<file path="src/rtl/data_path_if.sv">
// data_path_pkg / data_path_if
//
// The package holds the decoded instruction type shared by the K-and-S
// datapath, its control unit and anything that observes the decode.
//
// The interface bundles the datapath's control word, the RAM bus and the
// status returned to the control unit.
//   master : control unit / RAM side. It drives the strobes, selects,
//            operation and RAM read data, and observes the address, the
//            write data, the decode and the flags.
//   slave  : datapath side, with the opposite directions.
package data_path_pkg;
    typedef enum logic [3:0] {
        I_NOP, I_BRANCH, I_BZERO, I_BNEG, I_BNZERO, I_BNNEG, I_BOV, I_BNOV,
        I_LOAD, I_STORE, I_MOVE, I_ADD, I_SUB, I_AND, I_OR, I_HALT
    } decoded_instruction_type;
endpackage

interface data_path_if;
    import data_path_pkg::*;

    logic                    branch;
    logic                    pc_enable;
    logic                    ir_enable;
    logic                    write_reg_enable;
    logic                    addr_sel;
    logic                    c_sel;
    logic [1:0]              operation;
    logic                    flags_reg_enable;
    logic [15:0]             data_in;
    logic [4:0]              ram_addr;
    logic [15:0]             data_out;
    decoded_instruction_type decoded_instruction;
    logic                    zero_op;
    logic                    neg_op;
    logic                    unsigned_overflow;
    logic                    signed_overflow;

    modport master (
        output branch, pc_enable, ir_enable, write_reg_enable, addr_sel, c_sel,
               operation, flags_reg_enable, data_in,
        input  ram_addr, data_out, decoded_instruction,
               zero_op, neg_op, unsigned_overflow, signed_overflow
    );

    modport slave (
        input  branch, pc_enable, ir_enable, write_reg_enable, addr_sel, c_sel,
               operation, flags_reg_enable, data_in,
        output ram_addr, data_out, decoded_instruction,
               zero_op, neg_op, unsigned_overflow, signed_overflow
    );
endinterface

</file>
<file path="src/rtl/data_path.sv">
// data_path
//
// Datapath of the K-and-S processor. It contains the 5-bit PC, the 16-bit IR
// and its decoder, a 4 x 16-bit register file, the ALU and the flags register.
// Each cycle it executes the control word supplied by the control unit.
//
// Ports:
//   clk   : system clock, rising edge.
//   rst_n : asynchronous active-low reset. PC, IR, registers and flags go to 0.
//   bus   : data_path_if.slave. Control strobes and selects, the ALU
//           operation and the RAM read data come in. The RAM address, the RAM
//           write data, the decoded instruction and the registered flags go out.
module data_path
    import data_path_pkg::*;
(
    input  logic       clk,
    input  logic       rst_n,
    data_path_if.slave bus
);
    typedef struct packed {
        logic [15:0] result;
        logic        zero;
        logic        neg;
        logic        uov;
        logic        sov;
    } alu_out_t;

    logic [4:0]              pc;
    logic [15:0]             ir;
    logic [15:0]             regs [4];
    logic                    zero_q, neg_q, uov_q, sov_q;
    decoded_instruction_type dec;
    logic [15:0]             a_op, b_op, wdata;
    logic [1:0]              dest;
    alu_out_t                alu;

    // ir[7] is not part of any instruction field.
    logic unused_ir_bit;
    assign unused_ir_bit = ir[7];

    function automatic alu_out_t alu_eval(input logic [1:0] op,
                                          input logic [15:0] a,
                                          input logic [15:0] b);
        alu_out_t           o;
        logic [16:0]        wide;
        logic signed [15:0] sa, sb, sr;
        o    = '0;
        wide = '0;
        sa   = a;
        sb   = b;
        case (op)
            2'b00: o.result = a | b;
            2'b01: begin
                wide     = {1'b0, a} + {1'b0, b};
                o.result = wide[15:0];
                o.uov    = wide[16];
            end
            2'b10: begin
                // The top bit of the 17-bit difference is the borrow (a < b).
                wide     = {1'b0, a} - {1'b0, b};
                o.result = wide[15:0];
                o.uov    = wide[16];
            end
            default: o.result = a & b;
        endcase
        sr = o.result;
        if (op == 2'b01)
            o.sov = (sa[15] == sb[15]) && (sr[15] != sa[15]);
        else if (op == 2'b10)
            o.sov = (sa[15] != sb[15]) && (sr[15] != sa[15]);
        o.zero = (o.result == 16'h0000);
        o.neg  = o.result[15];
        return o;
    endfunction

    always_comb begin
        dec = I_NOP;
        case (ir[15:8])
            8'h01: dec = I_BRANCH;
            8'h02: dec = I_BZERO;
            8'h03: dec = I_BNEG;
            8'h04: dec = I_BNZERO;
            8'h05: dec = I_BNNEG;
            8'h06: dec = I_BOV;
            8'h07: dec = I_BNOV;
            8'h81: dec = I_LOAD;
            8'h82: dec = I_STORE;
            8'h91: dec = I_MOVE;
            8'hA1: dec = I_ADD;
            8'hA2: dec = I_SUB;
            8'hA3: dec = I_AND;
            8'hA4: dec = I_OR;
            8'hFF: dec = I_HALT;
            default: dec = I_NOP;
        endcase
    end

    // A MOVE is executed as A | 0, so B is forced to zero.
    assign a_op  = regs[ir[3:2]];
    assign b_op  = (dec == I_MOVE) ? 16'h0000 : regs[ir[1:0]];
    assign alu   = alu_eval(bus.operation, a_op, b_op);

    assign dest  = (dec == I_LOAD) ? ir[6:5] : ir[5:4];
    assign wdata = bus.c_sel ? alu.result : bus.data_in;

    assign bus.ram_addr            = bus.addr_sel ? ir[4:0] : pc;
    assign bus.data_out            = regs[ir[6:5]];
    assign bus.decoded_instruction = dec;
    assign bus.zero_op             = zero_q;
    assign bus.neg_op              = neg_q;
    assign bus.unsigned_overflow   = uov_q;
    assign bus.signed_overflow     = sov_q;

    always_ff @(posedge clk or negedge rst_n) begin
        if (!rst_n)
            pc <= 5'd0;
        else if (bus.pc_enable)
            pc <= bus.branch ? ir[4:0] : pc + 5'd1;
    end

    always_ff @(posedge clk or negedge rst_n) begin
        if (!rst_n)
            ir <= 16'h0000;
        else if (bus.ir_enable)
            ir <= bus.data_in;
    end

    always_ff @(posedge clk or negedge rst_n) begin
        if (!rst_n) begin
            for (int i = 0; i < 4; i++)
                regs[i] <= 16'h0000;
        end else if (bus.write_reg_enable) begin
            regs[dest] <= wdata;
        end
    end

    always_ff @(posedge clk or negedge rst_n) begin
        if (!rst_n) begin
            zero_q <= 1'b0;
            neg_q  <= 1'b0;
            uov_q  <= 1'b0;
            sov_q  <= 1'b0;
        end else if (bus.flags_reg_enable) begin
            zero_q <= alu.zero;
            neg_q  <= alu.neg;
            uov_q  <= alu.uov;
            sov_q  <= alu.sov;
        end
    end
endmodule

</file>
<file path="src/flat_wrapper.sv">
// flat-port wrapper written by rule: the top's interface ports become plain ports
module data_path_flat import data_path_pkg::*;
  (clk, rst_n, bus_branch, bus_pc_enable, bus_ir_enable, bus_write_reg_enable, bus_addr_sel, bus_c_sel, bus_operation, bus_flags_reg_enable, bus_data_in, bus_ram_addr, bus_data_out, bus_decoded_instruction, bus_zero_op, bus_neg_op, bus_unsigned_overflow, bus_signed_overflow);
  data_path_if bus_i ();
  input  logic clk;
  input  logic rst_n;
  input wire logic [$bits(bus_i.branch)-1:0] bus_branch;
  input wire logic [$bits(bus_i.pc_enable)-1:0] bus_pc_enable;
  input wire logic [$bits(bus_i.ir_enable)-1:0] bus_ir_enable;
  input wire logic [$bits(bus_i.write_reg_enable)-1:0] bus_write_reg_enable;
  input wire logic [$bits(bus_i.addr_sel)-1:0] bus_addr_sel;
  input wire logic [$bits(bus_i.c_sel)-1:0] bus_c_sel;
  input wire logic [$bits(bus_i.operation)-1:0] bus_operation;
  input wire logic [$bits(bus_i.flags_reg_enable)-1:0] bus_flags_reg_enable;
  input wire logic [$bits(bus_i.data_in)-1:0] bus_data_in;
  output wire logic [$bits(bus_i.ram_addr)-1:0] bus_ram_addr;
  output wire logic [$bits(bus_i.data_out)-1:0] bus_data_out;
  output wire logic [$bits(bus_i.decoded_instruction)-1:0] bus_decoded_instruction;
  output wire logic [$bits(bus_i.zero_op)-1:0] bus_zero_op;
  output wire logic [$bits(bus_i.neg_op)-1:0] bus_neg_op;
  output wire logic [$bits(bus_i.unsigned_overflow)-1:0] bus_unsigned_overflow;
  output wire logic [$bits(bus_i.signed_overflow)-1:0] bus_signed_overflow;
  assign bus_i.branch = bus_branch;
  assign bus_i.pc_enable = bus_pc_enable;
  assign bus_i.ir_enable = bus_ir_enable;
  assign bus_i.write_reg_enable = bus_write_reg_enable;
  assign bus_i.addr_sel = bus_addr_sel;
  assign bus_i.c_sel = bus_c_sel;
  assign bus_i.operation = bus_operation;
  assign bus_i.flags_reg_enable = bus_flags_reg_enable;
  assign bus_i.data_in = bus_data_in;
  assign bus_ram_addr = bus_i.ram_addr;
  assign bus_data_out = bus_i.data_out;
  assign bus_decoded_instruction = bus_i.decoded_instruction;
  assign bus_zero_op = bus_i.zero_op;
  assign bus_neg_op = bus_i.neg_op;
  assign bus_unsigned_overflow = bus_i.unsigned_overflow;
  assign bus_signed_overflow = bus_i.signed_overflow;
  data_path u_core (.clk(clk), .rst_n(rst_n), .bus(bus_i));
endmodule
</file>
<file path="config.mk">
export PLATFORM = sky130hd
export DESIGN_NAME = data_path_flat
export DESIGN_NICKNAME = d
export VERILOG_FILES = /design/src/rtl/data_path_if.sv /design/src/rtl/data_path.sv /design/src/flat_wrapper.sv
export SDC_FILE = /design/constraint.sdc
export NUM_CORES = 1
export LEC_CHECK = 0
export ABC_AREA = 1
export BUFFER_PORTS_ARGS = -buffer_cell sky130_fd_sc_hd__buf_4
export CORE_UTILIZATION = 45
export CTS_CLUSTER_DIAMETER = 100
export DETAILED_ROUTE_END_ITERATION = 8
export HOLD_SLACK_MARGIN = 0.06
export SETUP_SLACK_MARGIN = 0.3
export SLEW_MARGIN = 0
export SYNTH_ARGS = -nofsm -noshare
export SYNTH_HDL_FRONTEND = slang
export SYNTH_SLANG_ARGS = --single-unit
</file>
<file path="constraint.sdc">
create_clock -name clk -period 4.2 [get_ports clk]
set_input_delay 0.42 -clock clk [delete_from_list [all_inputs] [get_ports clk]]
set_output_delay 0.42 -clock clk [all_outputs]
set_load 0.01 [all_outputs]
</file>
==> summary.txt, run 1 <==
Synthesis
  • Synthesis-stage register bit count: between 80 and 90
  • Synth area leader: dfrtp_1
  • Asr flop ratio synth: 1.00
  • Ys Warns: 0
  • Synth top area share: 0.266
  • Synth unique cells: just over 40
  • Post-synthesis sequential area ratio: 0.266
  • EDFF count, synth: 0
  • Total nets after synthesis: 1402
  • Synth Area in Simple Gates: 0.289
  • Mean Syn Cell Area: around 6.3 um2
  • Xor/xnor share of the synthesized area: 0.00212
  • Synth area leaders: dfrtp_1 (27%), nand2_1 (17%), inv_1 (9.6%), ha_1 (8.0%), o21ai_0 (7.7%)
  • Cell area after synthesis: between 8000 and 9000 um2
  • Synth Instances: approximately 1300
  • Synth Area in Adders: 0.0850
  • Top FF cell, synth: dfrtp_1
  • Largest family of logic cells by synthesized area: simple AND/OR/NAND/NOR gates
  • Mux share of post-synthesis cell area: 0.00136
  • Synth Area in Compound Gates: 0.215

STA
  • Setup ws final: roughly 0.66 ns
  • Clk_skew: 0.0144 ns
  • Tcrit/Tclk final: 0.843
  • Slew @ Worst Pin: roughly 1.1 ns
  • Crit path time final: around 3.5 ns
  • Endpoints failing setup: 0
  • Slew Limit Fails: 0
  • RSZ-0062 raised after global routing: no
  • F_max: ~280 MHz
  • TNS Setup: 0 ns
  • Max-slew headroom: 0.282
  • Final Hold Fails: 0

CTS
  • Skew-Pair Late Insertion Delay: 0.35 ns
  • Hold_buf cts: 0
  • Num CTS Buffers: 9
  • CTS Sinks: about 90
  • Max clock buf depth: 2
  • Post-CTS Setup Inserts: 0
  • Clk pin slew, worst setup/hold paths: roughly 0.070 ns
  • # H-tree levels: 3
  • CTS tree: done
  • Root Driver: clkbuf_16

Place
  • Placer Congestion: just under 1
  • Port bufs: between 50 and 60
  • Dpl hpwl: ~20 mm
  • Pre-CTS WS: between 0.2 and 0.25 ns

Floorplanning
  • Initial core utilization: 0.460
  • Core Area: ~18000 um2
  • Cell Rows: 49
  • Io pins: between 50 and 60
  • Die Y: around 140 um
  • Die width: 138 um
  • Die area: around 19000 um2

Routing
  • DR vias/cell: ~5.5
  • Avg WL per Cell: between 15 and 20 um
  • WL final: roughly 27 mm
  • Pre-Repair DR Iteration Count: 6
  • Initial drt markers: around 700
  • Number of remaining DRC errors: 0
  • Final ANT Viol Nets: 0
  • Via count: ~8600

Finish
  • Layout Nets: between 1000 and 1500
  • # diodes: 0
  • Area Growth Syn to Fin: 10.0%
  • Fill cells: between 1500 and 2000
  • Share of cells above drive strength 1: 0.101
  • Leading cell type in the layout, fill and taps excluded: nand2_1
  • Most frequent cells in the layout: nand2_1 (363), inv_1 (210), a21oi_1 (126)

Power
  • Combinational Power Share: 0.579
  • Internal cell power: 2.41 mW
  • NetSw: about 2.3 mW
  • Clk pwr share: 0.168
  • Sequential share of power: 0.253
  • Power Dens Cells: about 520 nW/um2
  • Maximum VDD drop: between 0.2 and 0.3 mV
  • Switch share: 0.491
  • P_leak: about 4.8 nW

Critical path
  • CP max FO: 29
  • Peak per-stage delay on the critical path: between 0.5 and 0.6 ns
  • Crit. End Element: flip-flop
  • Worst-path cell with the longest stage delay: ha_1
  • Crit start category: flip-flop
  • Arrival time worst endpoint: ~3.8 ns
  • CP top delay family: compound AO/OA/AOI/OAI gates
  • Path depth of the worst reg2reg path: 18
  • Flop-to-flop setup slack: 0.66 ns
  • Critical path class: flip-flop to flip-flop
  • CP dominant cell by count: nand2_1
  • Crit path buf inv count: 4
  • CP required: approximately 4.5 ns
  • Cells along the critical path: clkinv_1 -> buf_12 -> nand2_1 -> a32oi_1 -> inv_1 -> ha_1 -> inv_1 -> a21oi_1 -> nand2_1 -> nand2_1 -> nand3_1 -> nand2_1 -> nand3_1 -> nand3_1 -> nand2_1 -> o21ai_1 -> nand2_1 -> o21ai_1
  • Critical R2R Capture: u_core.regs[11]
  • Critical R2R Launch: u_core.ir[2]

Global routing
  • Total GRT Usage: 0.295
  • Initial antenna violation count: 0
  • Grt ovf: 0
  • First-pass GRT wire length: 42.2 mm
  • Number of global-route vias before repair: 8013
  • Largest net degree at the start of global routing: 54

Worst hold path
  • Worst min path class: input pin to asynchronous set/reset pin

Job
  • MaxCap Viol Count: 0

Status
  • Status: completed
sequential cells by signal, summed over array words and instances (netlist names):
signal,count
u_core.bus.signed_overflow,1
u_core.bus.neg_op,1
u_core.bus.unsigned_overflow,1
u_core.regs,64
u_core.ir,15
u_core.bus.zero_op,1
u_core.pc,5
layer usage:
metal,vias up,GRT usage,share of wire
met5,-,0,0
met4,0,0.116,0.030
met3,56,0.0537,0.071
met2,331,0.485,0.46
met1,3922,0.381,0.44
li1,4260,-,-
power groups by stage:
| stage | clock network (mW) | logic [mW] | registers [mW] |
|---|---|---|---|
| after floorplan | 0 | 1.95 | 1.18 |
| after global placement | 0 | 2.68 | 1.20 |
| after detailed placement | 0 | 2.70 | 1.21 |
| after CTS | 0.810 | 2.71 | 1.19 |
| after global routing | 0.847 | 3.11 | 1.22 |
| final | 0.794 | 2.74 | 1.20 |
area by class of cell:
type,instances,area (um2),share of cell area
clock buffer,12,256,0.0282
timing repair buffer,72,569,0.0626
clock inverter,4,35.0,0.00385
inverter,219,827,0.0909
sequential,88,2200,0.242
multi-input combinational,943,4920,0.541
tap,229,287,0.0315
through the flow:
stage | instance area [um2] | power [mW] | hold WS (ns) | instances | util
4_1_cts | 9070 | 4.71 | 0.138 | 1567 | 0.505
3_3_place_gp | 8780 | 3.89 | 0.474 | 1551 | 0.489
5_1_grt | 9090 | 5.18 | 0.163 | 1567 | 0.506
3_5_place_dp | 8780 | 3.90 | 0.477 | 1551 | 0.489
6_report | 9090 | 4.73 | 0.110 | 1567 | 0.506
2_1_floorplan | 8270 | 3.13 | 0.124 | 1320 | -
synth_stat cells (2+ instances only):
cell type / count
buf_4: 3
buf_2: 12
dfrtp_1: 88
fa_1: 2
buf_1: 2
xor2_1: 2
a32oi_1: 16
clkbuf_2: 2
nor3_1: 5
a21oi_1: 126
o21ai_0: 127
o21ai_2: 26
nand2_2: 2
nor2_1: 66
nor2_8: 2
nand2_1: 364
clkbuf_1: 44
nand4_1: 18
ha_1: 53
clkinv_1: 3
nor3_2: 2
o21ai_1: 18
inv_1: 211
and2_1: 2
nor2_4: 2
inv_2: 4
nand3_1: 98
buf_6: 7
worst register-to-register path: cells and delay by family, from the launching register on:
family	cells	cell delay, ns
flip-flops	1	0.39
AND/OR/NAND/NOR	9	0.92
buffers and inverters	4	0.65
AO/OA/AOI/OAI	4	1.00
adder cells (fa/ha/maj)	1	0.51
worst max-delay path by stage:
| stage | start | end | slack (ns) | cells past startpoint |
|---|---|---|---|---|
| 5_1_grt | u_core.ir[11] | u_core.regs[15] | 0.29 | 22 |
| 6_report | u_core.ir[2] | u_core.regs[11] | 0.66 | 18 |
| 3_3_place_gp | u_core.ir[11] | u_core.regs[25] | 0.28 | 19 |
| 3_5_place_dp | u_core.ir[11] | u_core.regs[9] | 0.23 | 19 |
| 2_1_floorplan | u_core.ir[11] | u_core.regs[63] | 1.12 | 23 |
| 4_1_cts | u_core.ir[11] | u_core.regs[9] | 0.34 | 19 |
logic make-up (layout without fill, tap and decap cells):
family / count (synthesis) / after routing
compound gates: 319 / 319
mux: 1 / 1
simple gates: 566 / 566
flops: 88 / 88
xor+xnor: 2 / 2
buf+inv: 289 / 307
fa+ha+maj: 55 / 55
timing repair:
action	4_1_cts	5_1_grt
pin swaps	0	1
setup endpoints to repair	12	56
resized for setup	1	9
gates cloned	0	0
(Power assumes the default switching activity.)
==> run 2, diff against run 1 <==
ABC_AREA = 0   (was 1)
clock period = 3.3 ns   (was 4.2 ns; I/O delays follow)
==> summary.txt, run 2 <==
Status
  • Status: finished with violations
  • Failing checks: setup timing

Finish
  • Area of the multi-input gates: between 5000 and 6000 um2
  • Max FFs per register: 64
  • # diodes: 0
  • Most frequent cells in the layout: buf_4 (300), dfrtp_1 (88), nand2_1 (72)
  • Leading cell type in the layout, fill and taps excluded: buf_4
  • Top Registers: u_core.regs x64, u_core.ir x15, u_core.pc x5
  • Area Growth Syn to Fin: 50.3%
  • Share of cells above drive strength 1: 0.506
  • Most flops, register: u_core.regs
  • Final core occ: 0.693
  • Register area: ~2200 um2
  • Fill cells: ~1200
  • Layout Nets: between 1000 and 1500

STA
  • Hold slack: between 0.1 and 0.15 ns
  • Endpoints failing setup: 66
  • Slew Limit Fails: 0
  • Final Hold Fails: 0
  • Crit path time final: ~4.5 ns
  • Slew @ Worst Pin: slightly above 0.9 ns
  • Setup ws final: -1.19 ns
  • F_max: between 200 and 250 MHz
  • Tcrit/Tclk final: 1.36
  • Clk_skew: 0.00574 ns
  • RSZ-0062 raised after global routing: yes
  • Max-slew headroom: 0.387
  • TNS Setup: -57.26 ns

Synthesis
  • Synth area leader: dfrtp_1
  • Synth area leaders: dfrtp_1 (30%), mux4_2 (14%), ha_1 (9.1%), nand2_1 (4.3%), o21ai_0 (4.2%)
  • Synth Instances: about 800
  • Leading cell types by count after synthesis: dfrtp_1 (88), nand2_1 (83), inv_1 (67)
  • Mean Syn Cell Area: 9.37 um2
  • Synth top area share: 0.301
  • Count leader, synth: dfrtp_1
  • Synthesis-stage register bit count: just under 90
  • Post-synthesis sequential area ratio: 0.301
  • Total nets after synthesis: 864
  • Ys Warns: 0
  • Cell area after synthesis: 7330 um2
  • Asr flop ratio synth: 1.00
  • Top FF cell, synth: dfrtp_1
  • Synth unique cells: 73
  • EDFF count, synth: 0

Critical path
  • Critical R2R Capture: u_core.bus.zero_op
  • Critical R2R Launch: u_core.ir[14]
  • Critical path class: flip-flop to primary output
  • Crit start category: flip-flop
  • CP max FO: 3
  • Path depth of the worst reg2reg path: 21
  • Worst Setup SP: u_core.ir[13]
  • Arrival time worst endpoint: roughly 4.2 ns
  • CP required: approximately 3.0 ns
  • Crit. End Element: primary output
  • Flop-to-flop setup slack: -1.18 ns

Place
  • Pre-CTS WS: -1.28 ns
  • Port bufs: 55
  • Placer Congestion: 0.946
  • Dpl hpwl: roughly 19 mm

CTS
  • Skew-Pair Late Insertion Delay: ~0.35 ns
  • Num CTS Buffers: 9
  • Max clock buf depth: 2
  • # H-tree levels: 3
  • CTS tree: done
  • Root Driver: clkbuf_16
  • Clk pin slew, worst setup/hold paths: about 0.07 ns
  • CTS Sinks: ~90

Routing
  • Number of remaining DRC errors: 0
  • Avg WL per Cell: about 21 um
  • Final ANT Viol Nets: 0
  • Via count: ~7600
  • DR vias/cell: between 5 and 6
  • Initial drt markers: between 700 and 800
  • WL final: 26.6 mm
  • Pre-Repair DR Iteration Count: 6

Worst hold path
  • Worst min path class: input pin to asynchronous set/reset pin

Global routing
  • Number of global-route vias before repair: about 7700
  • Largest net degree at the start of global routing: 68
  • Grt ovf: 0
  • First-pass GRT wire length: just over 40 mm
  • Total GRT Usage: 0.331
  • Initial antenna violation count: 0

Floorplanning
  • Die area: around 17000 um2
  • Cell Rows: 46
  • Io pins: between 50 and 60
  • Core Area: 15900 um2
  • Die width: around 130 um
  • Die Y: 130 um
  • Initial core utilization: 0.461

Power
  • Clk pwr share: 0.088
  • Combinational Power Share: 0.755
  • Switch share: 0.435
  • Sequential share of power: 0.157
  • Power Dens Cells: 1040 nW/um2
  • P_leak: about 5.1 nW
  • NetSw: around 5 mW
  • Tot Pwr: about 11 mW
  • Maximum VDD drop: roughly 0.51 mV
  • Internal cell power: roughly 6.4 mW

Job
  • MaxCap Viol Count: 0
## run 2: cell type report
cell class,count,area share
Multi-Input combinational cell,577,0.504
Timing Repair Buffer,315,0.221
Sequential cell,88,0.200
Inverter,70,0.0245
Tap cell,216,0.0245
Clock buffer,13,0.0236
Clock inverter,3,0.00205
## run 2: logic make-up (layout without fill, tap and decap cells)
logic type | count (synthesis) | count (layout) | synth area share
multiplexers | 90 | 90 | 0.208
buffers and inverters | 117 | 401 | 0.0611
XOR/XNOR | 10 | 10 | 0.0120
adder cells (fa/ha/maj) | 55 | 55 | 0.0960
AND/OR/NAND/NOR | 207 | 207 | 0.131
flip-flops | 88 | 88 | 0.301
AO/OA/AOI/OAI | 215 | 215 | 0.192
## run 2: stage by stage
step	area (um2)	std cells
2_1_floorplan	7620	782
3_3_place_gp	9570	1203
3_5_place_dp	9570	1203
4_1_cts	10800	1273
5_1_grt	11000	1282
6_report	11000	1282
## run 2: per-layer routing
metal,vias to the layer above,routed length (um),GRT usage
met2,326,12900,0.550
met1,3783,11000,0.421
met4,0,1030,0.163
met3,85,1580,0.0524
li1,3405,-,-
met5,-,0,0
## run 2: worst max-delay path by stage
stage | to | slack (ns)
floorplan | u_core.bus.zero_op | -0.81
global placement | u_core.bus.zero_op | -1.24
detailed placement | u_core.bus.zero_op | -1.28
CTS | u_core.regs[27] | -1.08
global route | u_core.regs[27] | -1.33
finish | bus_decoded_instruction[1] | -1.19
## run 2: critical path, cell delays in order (launching register included)
cell	delay (ns)
dfrtp_1	0.39
or4_4	0.56
nor2_4	0.13
a221oi_2	0.11
buf_4	0.16
buf_4	0.13
buf_4	0.12
buf_4	0.13
buf_4	0.12
buf_4	0.12
buf_4	0.12
buf_4	0.12
buf_4	0.12
buf_4	0.12
buf_4	0.12
buf_4	0.12
buf_4	0.12
buf_4	0.13
buf_4	0.12
buf_4	0.12
buf_4	0.12
buf_4	0.12
buf_4	0.12
buf_4	0.12
inv_1	0.05
buf_4	0.11
## run 2: repair_timing
item / CTS / global route
gates cloned: 0 / 0
hold buffers: 0 / 0
setup buffers: 54 / 9
hold endpoints to repair: 0 / 0
endpoints found under the setup margin: 68 / 70
pin swaps: 43 / 31
gates resized for setup: 103 / 52
## run 2: power groups by stage
stage / combinational, mW / clock, mW / sequential (mW)
3_5_place_dp: 6.99 / 0 / 1.78
6_report: 8.61 / 1.00 / 1.79
5_1_grt: 9.22 / 1.05 / 1.83
4_1_cts: 8.07 / 1.01 / 1.77
2_1_floorplan: 4.06 / 0 / 1.70
3_3_place_gp: 6.87 / 0 / 1.74
==> run 3, diff against run 2 <==
CORE_UTILIZATION = 35   (was 45)
GPL_TIMING_DRIVEN = 0   (was unset)
==> summary.txt, run 3 (synthesis results as in run 2) <==
Routing
  • Via count: between 6000 and 7000
  • Final ANT Viol Nets: 0
  • Avg WL per Cell: 20.9 um
  • DR vias/cell: around 5.8
  • WL final: between 20 and 30 mm
  • Pre-Repair DR Iteration Count: 6
  • Number of remaining DRC errors: 0
  • Initial drt markers: just over 600

Critical path
  • Peak per-stage delay on the critical path: 0.47 ns
  • CP required: ~3.6 ns
  • Cells along the critical path: nand2b_4 -> nor3b_2 -> a21oi_2 -> o31ai_2 -> or3_4 -> buf_12 -> nand2_4 -> inv_4 -> ha_4 -> inv_4 -> fa_2 -> or2_4 -> a22o_1 -> xor2_1 -> a221o_1 -> mux2i_2 -> nand4_1 -> or4_4 -> nor4_4 -> a41o_1
  • Critical path class: flip-flop to flip-flop
  • Worst-path cell with the longest stage delay: or4_4
  • Crit start category: flip-flop
  • Critical R2R Launch: u_core.ir[14]
  • Crit. End Element: flip-flop
  • Arrival time worst endpoint: 4.92 ns
  • CP dominant cell by count: inv_4
  • Worst Setup SP: u_core.ir[14]
  • CP max FO: 7

Finish
  • Layout Nets: 1003
  • Final Instance Area: 10100 um2
  • Final core occ: 0.495
  • Share of cells above drive strength 1: 0.409
  • Area Growth Syn to Fin: 37.6%
  • Max FFs per register: 64
  • Most flops, register: u_core.regs
  • Top Registers: u_core.regs x64, u_core.ir x15, u_core.pc x5
  • Leading cell type in the layout, fill and taps excluded: buf_4
  • Most frequent cells in the layout: buf_4 (95), dfrtp_1 (85), nand2_1 (74)
  • # diodes: 0

Status
  • Failing checks: setup timing
  • Status: finished with violations

STA
  • Tcrit/Tclk final: 1.40
  • Crit path time final: roughly 4.6 ns
  • TNS Setup: -56.83 ns
  • Slew Limit Fails: 0
  • F_max: 216 MHz
  • Slew @ Worst Pin: 1.32 ns
  • Endpoints failing setup: between 60 and 70
  • Clk_skew: approximately 0.006 ns
  • Max-slew headroom: 0.118
  • RSZ-0062 raised after global routing: yes
  • Setup ws final: -1.33 ns
  • Final Hold Fails: 0

Power
  • NetSw: ~4.7 mW
  • Clk pwr share: 0.096
  • Tot Pwr: around 10 mW
  • Internal cell power: ~5.4 mW
  • Maximum VDD drop: 0.407 mV
  • Power Dens Cells: ~1000 nW/um2
  • P_leak: roughly 4.3 nW
  • Combinational Power Share: 0.725
  • Switch share: 0.463
  • Sequential share of power: 0.179

Job
  • MaxCap Viol Count: 0

Floorplanning
  • Initial core utilization: 0.360
  • Core Area: approximately 20000 um2
  • Die Y: around 150 um
  • Cell Rows: between 50 and 60
  • Die width: 147 um
  • Die area: ~22000 um2
  • Io pins: 56

Worst hold path
  • Worst min path class: input pin to asynchronous set/reset pin

Global routing
  • Initial antenna violation count: 0
  • Grt ovf: 0
  • Largest net degree at the start of global routing: about 90
  • Total GRT Usage: 0.230
  • Number of global-route vias before repair: approximately 6500
  • First-pass GRT wire length: between 30 and 40 mm

Place
  • Pre-CTS WS: -1.51 ns
  • Placer Congestion: roughly 0.87
  • Placed cell area: approximately 8400 um2
  • Port bufs: 54
  • Dpl hpwl: around 17 mm

CTS
  • Hold_buf cts: 0
  • Max clock buf depth: 2
  • Root Driver: clkbuf_16
  • Num CTS Buffers: 9
  • Skew-Pair Late Insertion Delay: about 0.35 ns
  • CTS Sinks: 88
  • CTS tree: done
  • # H-tree levels: 3
  • Clk pin slew, worst setup/hold paths: 0.07 ns
==> run 3: changes by cell type in the layout (fill, tap and decap cells not counted), moves of 4 or more <==
cell / previous run / this run
o31ai_2: 7 / 3
o21ai_1: 41 / 37
clkbuf_1: 2 / 28
clkbuf_2: 0 / 8
buf_2: 0 / 4
mux2i_1: 7 / 3
buf_4: 300 / 95
buf_6: 12 / 32
==> run 3: stage by stage <==
step / hold WS, ns / instances
finish: 0.205 / 1195
global route: 0.238 / 1195
CTS: 0.222 / 1172
detailed placement: 0.505 / 1106
global placement: 0.502 / 1106
floorplan: 0.0344 / 782
==> run 3: final timing paths <==
| path | endpoint | slack [ns] | depth (start not counted) |
|---|---|---|---|
| setup / recovery | u_core.bus.zero_op | -1.33 | 20 |
| hold / removal | u_core.regs[16] | 0.21 | 1 |
| setup reg to reg | u_core.bus.zero_op | -1.33 | 20 |
| hold reg to reg | u_core.bus.unsigned_overflow | 0.52 | 2 |
| max in group asynchronous | u_core.ir[15] | 2.23 | 1 |
| min in group clk | u_core.ir[4] | 0.24 | 2 |
==> run 3: final cells by class <==
class	instances	area (um2)
Buffer	47	265
Clock buffer	10	229
Clock inverter	5	33.8
Fill cell	1779	10300
Inverter	70	270
Multi-Input combinational cell	577	5630
Sequential cell	88	2210
Tap cell	270	338
Timing Repair Buffer	128	1110
==> run 3: routing by layer <==
metal | vias to the layer above | global-route usage | routed length (um)
met5 | - | 0 | 0
met4 | 0 | 0.0880 | 622
met3 | 50 | 0.0384 | 1440
met2 | 269 | 0.372 | 12100
met1 | 3424 | 0.307 | 10800
li1 | 3137 | - | -
==> run 3: what timing repair did <==
| item | in CTS | in global routing |
|---|---|---|
| setup buffers | 50 | 23 |
| pin swaps | 40 | 64 |
| gates cloned | 1 | 0 |
| endpoints found under the setup margin | 77 | 69 |
| resized for setup | 76 | 132 |
==> run 3: power groups by stage <==
stage	logic [mW]	registers, mW	clock network (mW)
finish	7.29	1.80	0.964
global route	7.81	1.85	1.02
CTS	6.13	1.78	0.974
detailed placement	5.31	1.80	0
global placement	5.25	1.78	0
floorplan	4.06	1.70	0
==> run 3: worst max-delay path: cells and delay by family (launching register included) <==
family	cells	cell delay [ns]
simple gates	8	1.93
flops	1	0.42
compound gates	5	1.14
xor+xnor	1	0.14
fa+ha+maj	2	0.48
mux	1	0.21
buf+inv	3	0.24
